[src/rtl/reel_stop_ctrl.sv]
// rtl/reel_stop_ctrl.sv - stop-button front end: key sync, debounce, press toggle, tick gating
module reel_stop_ctrl #(
    parameter int DB_BITS        = 16,
    parameter bit KEY_ACTIVE_LOW = 1'b1
) (
    input  logic clk,
    input  logic i_sclr,
    input  logic i_key,
    input  logic i_tick,
    output logic o_en,
    output logic o_run,
    output logic o_press
);

    typedef enum logic {SPIN = 1'b0, STOP = 1'b1} state_t;

    logic               key_k;
    logic               sync1_q, sync1_d;
    logic               sync2_q, sync2_d;
    logic               stable_q, stable_d;
    logic [DB_BITS-1:0] db_cnt_q, db_cnt_d;
    logic               press_q, press_d;
    state_t             state_q, state_d;

    assign key_k = KEY_ACTIVE_LOW ? ~i_key : i_key;

    always_comb begin
        sync1_d  = key_k;
        sync2_d  = sync1_q;
        stable_d = stable_q;
        db_cnt_d = db_cnt_q;
        press_d  = 1'b0;
        state_d  = state_q;

        // Any cycle agreeing with the accepted level restarts the window.
        if (sync2_q == stable_q) begin
            db_cnt_d = '0;
        end else if (db_cnt_q != '1) begin
            db_cnt_d = db_cnt_q + DB_BITS'(1);
        end else begin
            stable_d = sync2_q;
            db_cnt_d = '0;
            press_d  = sync2_q;
        end

        if (press_q) begin
            state_d = (state_q == SPIN) ? STOP : SPIN;
        end
    end

    always_ff @(posedge clk) begin
        if (i_sclr) begin
            sync1_q  <= 1'b0;
            sync2_q  <= 1'b0;
            stable_q <= 1'b0;
            db_cnt_q <= '0;
            press_q  <= 1'b0;
            state_q  <= SPIN;
        end else begin
            sync1_q  <= sync1_d;
            sync2_q  <= sync2_d;
            stable_q <= stable_d;
            db_cnt_q <= db_cnt_d;
            press_q  <= press_d;
            state_q  <= state_d;
        end
    end

    // A tick coinciding with the press still passes; gating starts once the state flips.
    assign o_run   = (state_q == SPIN);
    assign o_en    = i_tick & (state_q == SPIN);
    assign o_press = press_q;

endmodule

[config.mk]
export PLATFORM = sky130hd
export DESIGN_NAME = reel_stop_ctrl
export DESIGN_NICKNAME = d
export VERILOG_FILES = /design/src/rtl/reel_stop_ctrl.sv
export SDC_FILE = /design/constraint.sdc
export NUM_CORES = 1
export LEC_CHECK = 0
export BUFFER_PORTS_ARGS = -buffer_cell sky130_fd_sc_hd__buf_4
export CAP_MARGIN = 20
export CORE_MARGIN = 2
export CORE_UTILIZATION = 25
export CTS_BUF_LIST = sky130_fd_sc_hd__clkbuf_2 sky130_fd_sc_hd__clkbuf_4 sky130_fd_sc_hd__clkbuf_8
export CTS_CLUSTER_SIZE = 40
export DETAILED_ROUTE_END_ITERATION = 10
export HOLD_SLACK_MARGIN = 0.12
export SYNTH_ARGS = -nofsm -noshare
export SYNTH_HDL_FRONTEND = slang
export SYNTH_SLANG_ARGS = --single-unit
[constraint.sdc]
create_clock -name clk -period 3.26 [get_ports clk]
set_input_delay 0.652 -clock clk [delete_from_list [all_inputs] [get_ports clk]]
set_output_delay 0.652 -clock clk [all_outputs]
set_load 0.02 [all_outputs]
# ---- Word level (Yosys, flattened, before mapping)
# Index checks and enable logic that the tools add are counted.
dict set report op_classes {
  n_eq_ne 2
  n_reduce_logical 3
  muxes 1
  bitwise_logic 5
  n_addsub 1
}
# cell n
set ops {}
lappend ops {{$add 16x1->16 const B} 1}
lappend ops {{$ne 16x16->1 const B} 1}
lappend ops {{$reduce_or 3->1} 2}
lappend ops {{$not 1->1} 4}
lappend ops {{$reduce_and 2->1} 1}
lappend ops {{$and 1x1->1} 1}
lappend ops {{$eq 1x1->1} 1}
lappend ops {{$mux 1} 1}
dict set report totals {
  out_inout_bits 3
  word_cells 18
  reg_bits 21
  in_bits 4
}

# ---- Logic depth before layout (Yosys ltp)
# Gate-level depths: netlist of the first run.
dict set report logic_depth {
  word_depth 3
  depth_mapped 7
  mapped_depth_nobuf 5
}

# ---- Worst setup path before layout of the first run
# OpenSTA, ideal clock, no wires.
dict set report synth_path {
  path_kind {input-to-output}
  startpoint {input port i_tick}
  endpoint {output port o_en}
  path_buffers 0
  t_required_ps 2608
  arrival_ps 979
  cell_stages 1
  path_slack_ps 1629
  cell_sequence {nor2b_1}
}
dict set report synth_via {
  elab_chain_cells 1
}
# item line
set synth_rtl {}
lappend synth_rtl {{from (decl)} 9} ;# input logic i_tick,
lappend synth_rtl {{$and 1x1->1} 71} ;# assign o_en = i_tick & (state_q == SPIN);
lappend synth_rtl {{to (decl)} 10} ;# output logic o_en,
# Every way passes these cells.

# ---- Worst setup path in the final report of the first run
dict set report layout_path {
  startpoint {register db_cnt_q[0]}
  endpoint {register db_cnt_q[15]}
}
dict set report layout_via {
  elab_chain_cells 3
  elab_cells_between_ends 4
  classes_between {add/sub (1); eq/ne (1); bitwise (1); reduce/logical (1)}
}
# item line
set layout_rtl {}
lappend layout_rtl {{from (decl)} 21} ;# logic [DB_BITS-1:0] db_cnt_q, db_cnt_d;
lappend layout_rtl {{from (signal assigned)} 63} ;# db_cnt_q <= db_cnt_d;
lappend layout_rtl {{branches (longest 3 deep; another with $add 16x1->16)} --}
# Several ways; the timed one is not identified.
# A chain may end at the register's enable or synchronous reset.

==> run metrics, run 1 <==
drt total wl 1370 µm; worst r2r src db_cnt_q[0]; Max Cap Violations 0; Total Nets Final 110; detailed-route via count 638; syn_area_per_cell 9.38 µm²; main combinational cell family by area after synthesis simple AND/OR/NAND/NOR gates; post-synthesis compound-gate area fraction 0%; Die Ht 64.0 µm; fin cells 150; final hold violations 0; relative slew slack 67.0%; CP Launch Type register; post-DR wirelength/cell 9.11 µm; critical path arrival 1990 ps; hold path startpoint sync1_q; first-pass GRT wire length 2490 µm; worst endpoint required time 3430 ps; Residual DRC 0; share of cells above drive strength 1 13.5%; GPL Wtd Cong 0.821; Worst Tran Pin Value 495 ps; Tcrit/Tclk final 55.7%; DR iter-0 viols 7; TritonRoute pass-1 iters 4; final core utilization 29.7%; port buffer count 6; status complete, no violations; later-pin clock latency in the skew report 300 ps; pin count of the biggest net entering global routing 16; Max Buffers Root-to-Sink 2; Post-synth top cells 24 x nor2_1, 21 x dfxtp_1, 14 x xnor2_1; Total GRT Usage 7.72%; top cell type by total area after synthesis dfxtp_1; Max VDD drop 285 µV; hpwl dp 1030 µm; clk sinks 21; worst hold stages 1; number of synthesized flops with an enable pin 0; ant diodes 0; Unique masters post-synth 21; fraction of registers with async set/reset 0%; R2R Path End db_cnt_q[15]; mux cell area share after synthesis 1.11%; Total Power 0.397 mW; sequential area share after synthesis 46.7%; Synth top area share 46.7%; Resized Gates After CTS 0; die width 64.0 µm; Clock Skews 5.89 ps; number of synthesized register bits 21; Syn Inst Count 96; vias per inst 4.25; Synth Area in Adders 1.39%; critical path peak fanout 15; clock slew at reported path FFs 100 ps; fmax 551 MHz; Worst Hold Class reg -> reg; total CTS buffers 3; fillers 350; count leader, synth nor2_1; ys flop type dfxtp_1; root buf cell clkbuf_4; setup_tns 0 ps; syn_nets 101; CP endpoint kind register; initial antenna violation count 0; I/O Pins 7; RSZ-0062 raised after global routing no; Setup violations, final 0; hold path endpoint sync2_q; H-tree depth 1; # rows 21; cell depth of the worst flop-to-flop path 5; hold_ws 460 ps; grt total ovfl 0; vias in the first global route 618; placed insts 146; leak pwr 0.321 nW; Core Area 3390 µm²; Max Slew Vio Count 0; synth top area cells dfxtp_1 47%, xnor2_1 14%, nor2_1 10%; CTS Hold Buffers Added 0; Post CTS Setup Buffer Count 0; Post-DRT Antenna Nets 0; type of the worst setup path reg -> reg; TritonCTS clock tree yes; die area 4100 µm²; R2R setup slack 1440 ps; simple-gate area share of the yosys netlist 30.3%; Layout area overhead 11.8%; PwrDens 394 nW/µm²; Post-Syn Area 901 µm²; starting density of the core 26.6%; Final min period 1820 ps; YS warnings 0; XOR/XNOR Fraction of Synth Area 15.6%
cell type report:
class	count	area, µm²	share of cell area [%]
multi-input combinational	68	435	43.2
sequential	21	420	41.7
tap	46	57.6	5.71
timing repair buffer	6	45.0	4.47
clock buffer	4	30.0	2.98
inverter	5	18.8	1.86
power breakdown:
group	total, mW	internal [mW]	switching [mW]
logic	0.00919	0.00471	0.00448
clock network	0.129	0.0560	0.0732
registers	0.259	0.258	0.000876
total	0.397	0.319	0.0786
critical path: stages (launching register included):
cell and delay (ps):
dfxtp_1 390, ha_1 220, nand3_2 190, nor4_4 340, or2_1 460, nor2_1 110
state kept, by name, indices dropped and copies added, names as in the netlist:
name      count
db_cnt_q     16
state_q       1
stable_q      1
sync2_q       1
sync1_q       1
o_press       1
metal layers:
layer  wire length [µm]  track usage (%)  vias up
met4                 11             2.45        0
met5                  0                0        -
met1                656             8.39      294
li1                   -                -      331
met2                646             13.5       11
met3                 53             3.17        2
stage by stage:
step | instance area [µm²] | worst slack [ps]
final | 1010 | 1440
after global routing | 1010 | 1250
after CTS | 1010 | 1400
after detailed placement | 977 | 1410
after global placement | 977 | 1490
after floorplan | 901 | 1630
worst max path at each step:
stage / slack (ps) / from / to / cells after the start
2_1_floorplan: 1630 / i_tick / o_en / 1
3_3_place_gp: 1490 / db_cnt_q[0] / db_cnt_q[12] / 5
3_5_place_dp: 1410 / db_cnt_q[0] / db_cnt_q[15] / 5
4_1_cts: 1400 / db_cnt_q[0] / db_cnt_q[15] / 5
6_report: 1440 / db_cnt_q[0] / db_cnt_q[15] / 5
5_1_grt: 1250 / db_cnt_q[0] / db_cnt_q[3] / 5
cell usage in the layout, fill, tap and decap left out:
cell,instances
and3_2,1
buf_4,6
clkbuf_4,4
dfxtp_1,21
ha_1,1
inv_1,5
mux2i_1,1
nand2_1,2
nand2b_1,1
nand3_1,5
nand3_2,1
nand4_1,4
nand4_4,1
nor2_1,24
nor2b_1,2
nor3_1,3
nor4_1,4
nor4_4,1
or2_1,1
xnor2_1,14
xor2_1,2
logic make-up (layout without fill, tap and decap cells):
group                    Yosys count  count (layout)
XOR/XNOR                          16              16
adder cells (fa/ha/maj)            1               1
buffers and inverters              7              15
flip-flops                        21              21
multiplexers                       1               1
AND/OR/NAND/NOR                   50              50
Note: power is estimated with default switching activity, not from simulation.
==> run 2, diff against run 1 <==
==> constraint.sdc (replaced) <==
create_clock -name clk -period 1.9 [get_ports clk]
set_input_delay 0.38 -clock clk [delete_from_list [all_inputs] [get_ports clk]]
set_output_delay 0.38 -clock clk [all_outputs]
set_load 0.02 [all_outputs]
==> run metrics, run 2 (synthesis results as in run 1) <==
status complete, no violations; Worst Tran Pin Value 308 ps; critical path arrival 1760 ps; TritonRoute pass-1 iters 4; type of the worst setup path reg -> reg; Die Ht 64.0 µm; root buf cell clkbuf_4; Max Cap Violations 0; initial antenna violation count 0; grt total ovfl 0; clk sinks 21; vias in the first global route 659; Largest register FFs 16; Total Nets Final 112; most common cell after layout, fill and taps aside nor2_1; pin count of the biggest net entering global routing 16; Comb power frac 2.7%; Max VDD drop 192 µV; # rows 21; fin cells 152; port buffer count 6; CTS Hold Buffers Added 0; clock slew at reported path FFs 110 ps; Post CTS Setup Buffer Count 0; switching share of power 20.0%; fmax 643 MHz; DR iter-0 viols 5; vias per inst 4.31; TritonCTS clock tree yes; Total GRT Usage 8.59%; RSZ-0062 raised after global routing no; relative slew slack 79.3%; CP Launch Type register; share of cells above drive strength 1 15.1%; detailed-route via count 655; Setup violations, final 0; Final min period 1550 ps; setup_tns 0 ps; PwrDens 663 nW/µm²; die width 64.0 µm; most frequent cells in the layout 24 x nor2_1, 21 x dfxtp_1, 14 x xnor2_1, 7 x buf_4; Net Switching 0.137 mW; Layout area overhead 14.9%; H-tree depth 1; placed insts 148; drt total wl 1500 µm; hpwl dp 1100 µm; first-pass GRT wire length 2770 µm; ant diodes 0; Clock Skews 3.49 ps; Int Pwr 0.549 mW; Design Area, Final 1030 µm²; total CTS buffers 3; Worst Hold Class in -> reg; Core Area 3390 µm²; Tcrit/Tclk final 81.8%; leak pwr 0.336 nW; Post-DRT Antenna Nets 0; I/O Pins 7; hold_ws 214 ps; later-pin clock latency in the skew report 300 ps; critical path peak fanout 15; GPL Wtd Cong 0.768; die area 4100 µm²; starting density of the core 26.6%; largest reg by FF count db_cnt_q; worst endpoint required time 2100 ps; post-DR wirelength/cell 9.89 µm; final hold violations 0; Area after DPL 1000 µm²; Resized Gates After CTS 0; Residual DRC 0; final core utilization 30.5%; Flop pwr share 64.7%; Max Slew Vio Count 0; CP endpoint kind register; Clock Power Share 32.5%; Max Buffers Root-to-Sink 2
-- run 2: power groups by stage --
stage	Sequential [mW]	Clock, mW	Combinational [mW]
final	0.444	0.223	0.0187
after global routing	0.445	0.249	0.0206
after CTS	0.445	0.239	0.0191
after detailed placement	0.454	0	0.0192
after global placement	0.454	0	0.0185
after floorplan	0.454	0	0.0103
-- run 2: worst max-delay path: stages, from the launching register on --
cell and delay (ps):
dfxtp_1 390, ha_1 210, nand3_2 110, nor4_4 330, or2_1 200, buf_12 150, nor2_1 50
-- run 2: per-layer routing --
layer	part of all wire, %	vias up	GRT usage, %
met2	49	20	15.1
li1	-	336	-
met1	46	297	9.63
met4	0.86	0	4.89
met5	0	-	0
met3	4.1	2	1.58
-- run 2: path summary, 6_finish.rpt --
path | from | end | slack (ps) | cells after the start
worst min-delay path | i_key | sync1_q | 210 | 2
worst min register to register | sync1_q | sync2_q | 470 | 1
worst max-delay path | db_cnt_q[0] | db_cnt_q[5] | 350 | 6
worst max register to register | db_cnt_q[0] | db_cnt_q[5] | 350 | 6
-- run 2: cell type report --
cell class                      instances  area, µm²
Timing Repair Buffer                    8       72.6
Clock buffer                            4       30.0
Fill cell                             358       2350
Inverter                                5       18.8
Tap cell                               46       57.6
Multi-Input combinational cell         68        435
Sequential cell                        21        420
-- run 2: per-stage QoR --
step           power, mW  worst slack (ps)
2_1_floorplan      0.464               369
3_3_place_gp       0.473               380
3_5_place_dp       0.474               346
4_1_cts            0.703               316
5_1_grt            0.714               196
6_report           0.686               345
==> run 3, diff against run 2 <==
==> constraint.sdc (replaced) <==
create_clock -name clk -period 1.5 [get_ports clk]
set_input_delay 0.3 -clock clk [delete_from_list [all_inputs] [get_ports clk]]
set_output_delay 0.3 -clock clk [all_outputs]
set_load 0.02 [all_outputs]
==> run metrics, run 3 (synthesis results as in run 1) <==
status complete, no violations; cell depth of the worst flop-to-flop path 6; hpwl dp 1220 µm; critical path arrival 1560 ps; Core Area 3390 µm²; drt total wl 1620 µm; type of the worst setup path reg -> reg; vias per inst 4.29; die area 4100 µm²; wl on met1 730 µm; Critical Path Stages 6; post-DR wirelength/cell 10.1 µm; register area 429 µm²; Top Metal Used met4; met2 wire len 794 µm; Crit-path slowest cell dfxtp_2; fmax 733 MHz; TritonCTS clock tree yes; Layout area overhead 25.6%; switching share of power 20.4%; most common cell after layout, fill and taps aside nor2_1; PwrDens 772 nW/µm²; H-tree depth 1; pin count of the biggest net entering global routing 12; CP endpoint kind register; Max Slew Vio Count 0; I/O Pins 7; relative slew slack 77.8%; first-pass GRT wire length 2810 µm; Setup violations, final 0; Worst Hold Class in -> reg; hold path endpoint sync1_q; TritonRoute pass-1 iters 4; Top Family by Delay on Critical Path simple AND/OR/NAND/NOR gates; R2R Path End stable_q; most frequent cells in the layout 24 x nor2_1, 17 x buf_4, 14 x xnor2_1, 14 x dfxtp_1, 7 x dfxtp_2; later-pin clock latency in the skew report 300 ps; Total Nets Final 121; clock slew at reported path FFs 100 ps; Max Cap Violations 0; initial antenna violation count 0; GPL Wtd Cong 0.905; worst endpoint required time 1700 ps; Residual DRC 0; Clock Power Share 32.8%; area of the multi-input gates 468 µm²; Die Ht 64.0 µm; hold path startpoint i_key; Worst Tran Pin Value 330 ps; Largest register FFs 16; R2R setup slack 130 ps; detailed-route via count 691; RSZ-0062 raised after global routing no; Tcrit/Tclk final 91.0%; Crit path largest cell delay 370 ps; die width 64.0 µm; Flop pwr share 64.4%; Comb power frac 2.7%; Clock Skews 16.7 ps; total CTS buffers 3; DR iter-0 viols 25; share of cells above drive strength 1 30.4%; critical path peak fanout 3; Total GRT Usage 8.90%; final hold violations 0; WL met3 87 µm; largest reg by FF count db_cnt_q; count of buffer and inverter cells on the critical path 1; CP Launch Type register; worst r2r src db_cnt_q[1]; Net Switching 0.178 mW; # rows 21; setup_tns 0 ps; Max Buffers Root-to-Sink 2; Int Pwr 0.695 mW; vias in the first global route 629; critical-path cell list ha_4, nand3_4, nor4_4, buf_4, mux2i_1, nor2_1; Total Power 0.874 mW; fillers 359; clk sinks 21; starting density of the core 26.6%; root buf cell clkbuf_4; Final min period 1370 ps; port buffer count 6; Post-DRT Antenna Nets 0; Max VDD drop 363 µV; worst hold stages 2; grt total ovfl 0; leak pwr 0.375 nW; ant diodes 0
## run 3: area by class of cell
class                      count  share of cell area, %
multi-input combinational     68                   41.4
sequential                    21                   37.9
timing repair buffer          17                   11.3
tap                           46                   5.09
clock buffer                   4                   2.65
inverter                       5                   1.66
## run 3: worst reg2reg max path, stage by stage (launching register included)
cell and delay (ps):
dfxtp_2 370, ha_4 150, nand3_4 90, nor4_4 270, buf_4 150, mux2i_1 180
nor2_1 50
## run 3: repair_timing
action	in CTS	in global routing
hold buffers	0	0
setup buffers	0	2
gates resized for setup	0	10
setup endpoints to repair	0	16
endpoints found under the hold margin	0	0
## run 3: worst max-delay path by stage
stage / from / to / slack, ps
3_3_place_gp: db_cnt_q[1] / stable_q / 110
2_1_floorplan: db_cnt_q[0] / db_cnt_q[4] / 5
4_1_cts: db_cnt_q[4] / stable_q / 20
3_5_place_dp: db_cnt_q[1] / stable_q / 50
5_1_grt: db_cnt_q[12] / stable_q / 6
6_report: db_cnt_q[1] / stable_q / 130
## run 3: power by group through the flow
| stage | registers [mW] | logic (mW) | clock network (mW) |
|---|---|---|---|
| final | 0.563 | 0.0240 | 0.287 |
| after global routing | 0.564 | 0.0262 | 0.319 |
| after CTS | 0.563 | 0.0241 | 0.301 |
| after detailed placement | 0.575 | 0.0240 | 0 |
| after global placement | 0.575 | 0.0234 | 0 |
| after floorplan | 0.575 | 0.0131 | 0 |
## run 3: through the flow
step                cell area (µm²)  worst slack [ps]  hold slack [ps]  utilization, %  instances
finish                         1130               135              145            33.4        161
global route                   1130              6.34              130            33.4        161
global placement               1050               112              426            31.1        155
floorplan                       911              5.16              367               -         96
detailed placement             1050              50.8              441            31.1        155
CTS                            1080              16.8              132            32.0        159
## run 3: routing by layer
layer,track usage [%],vias to the layer above
li1,-,353
met1,10.5,317
met2,14.6,19
met3,3.87,2
met4,2.45,0
met5,0,-
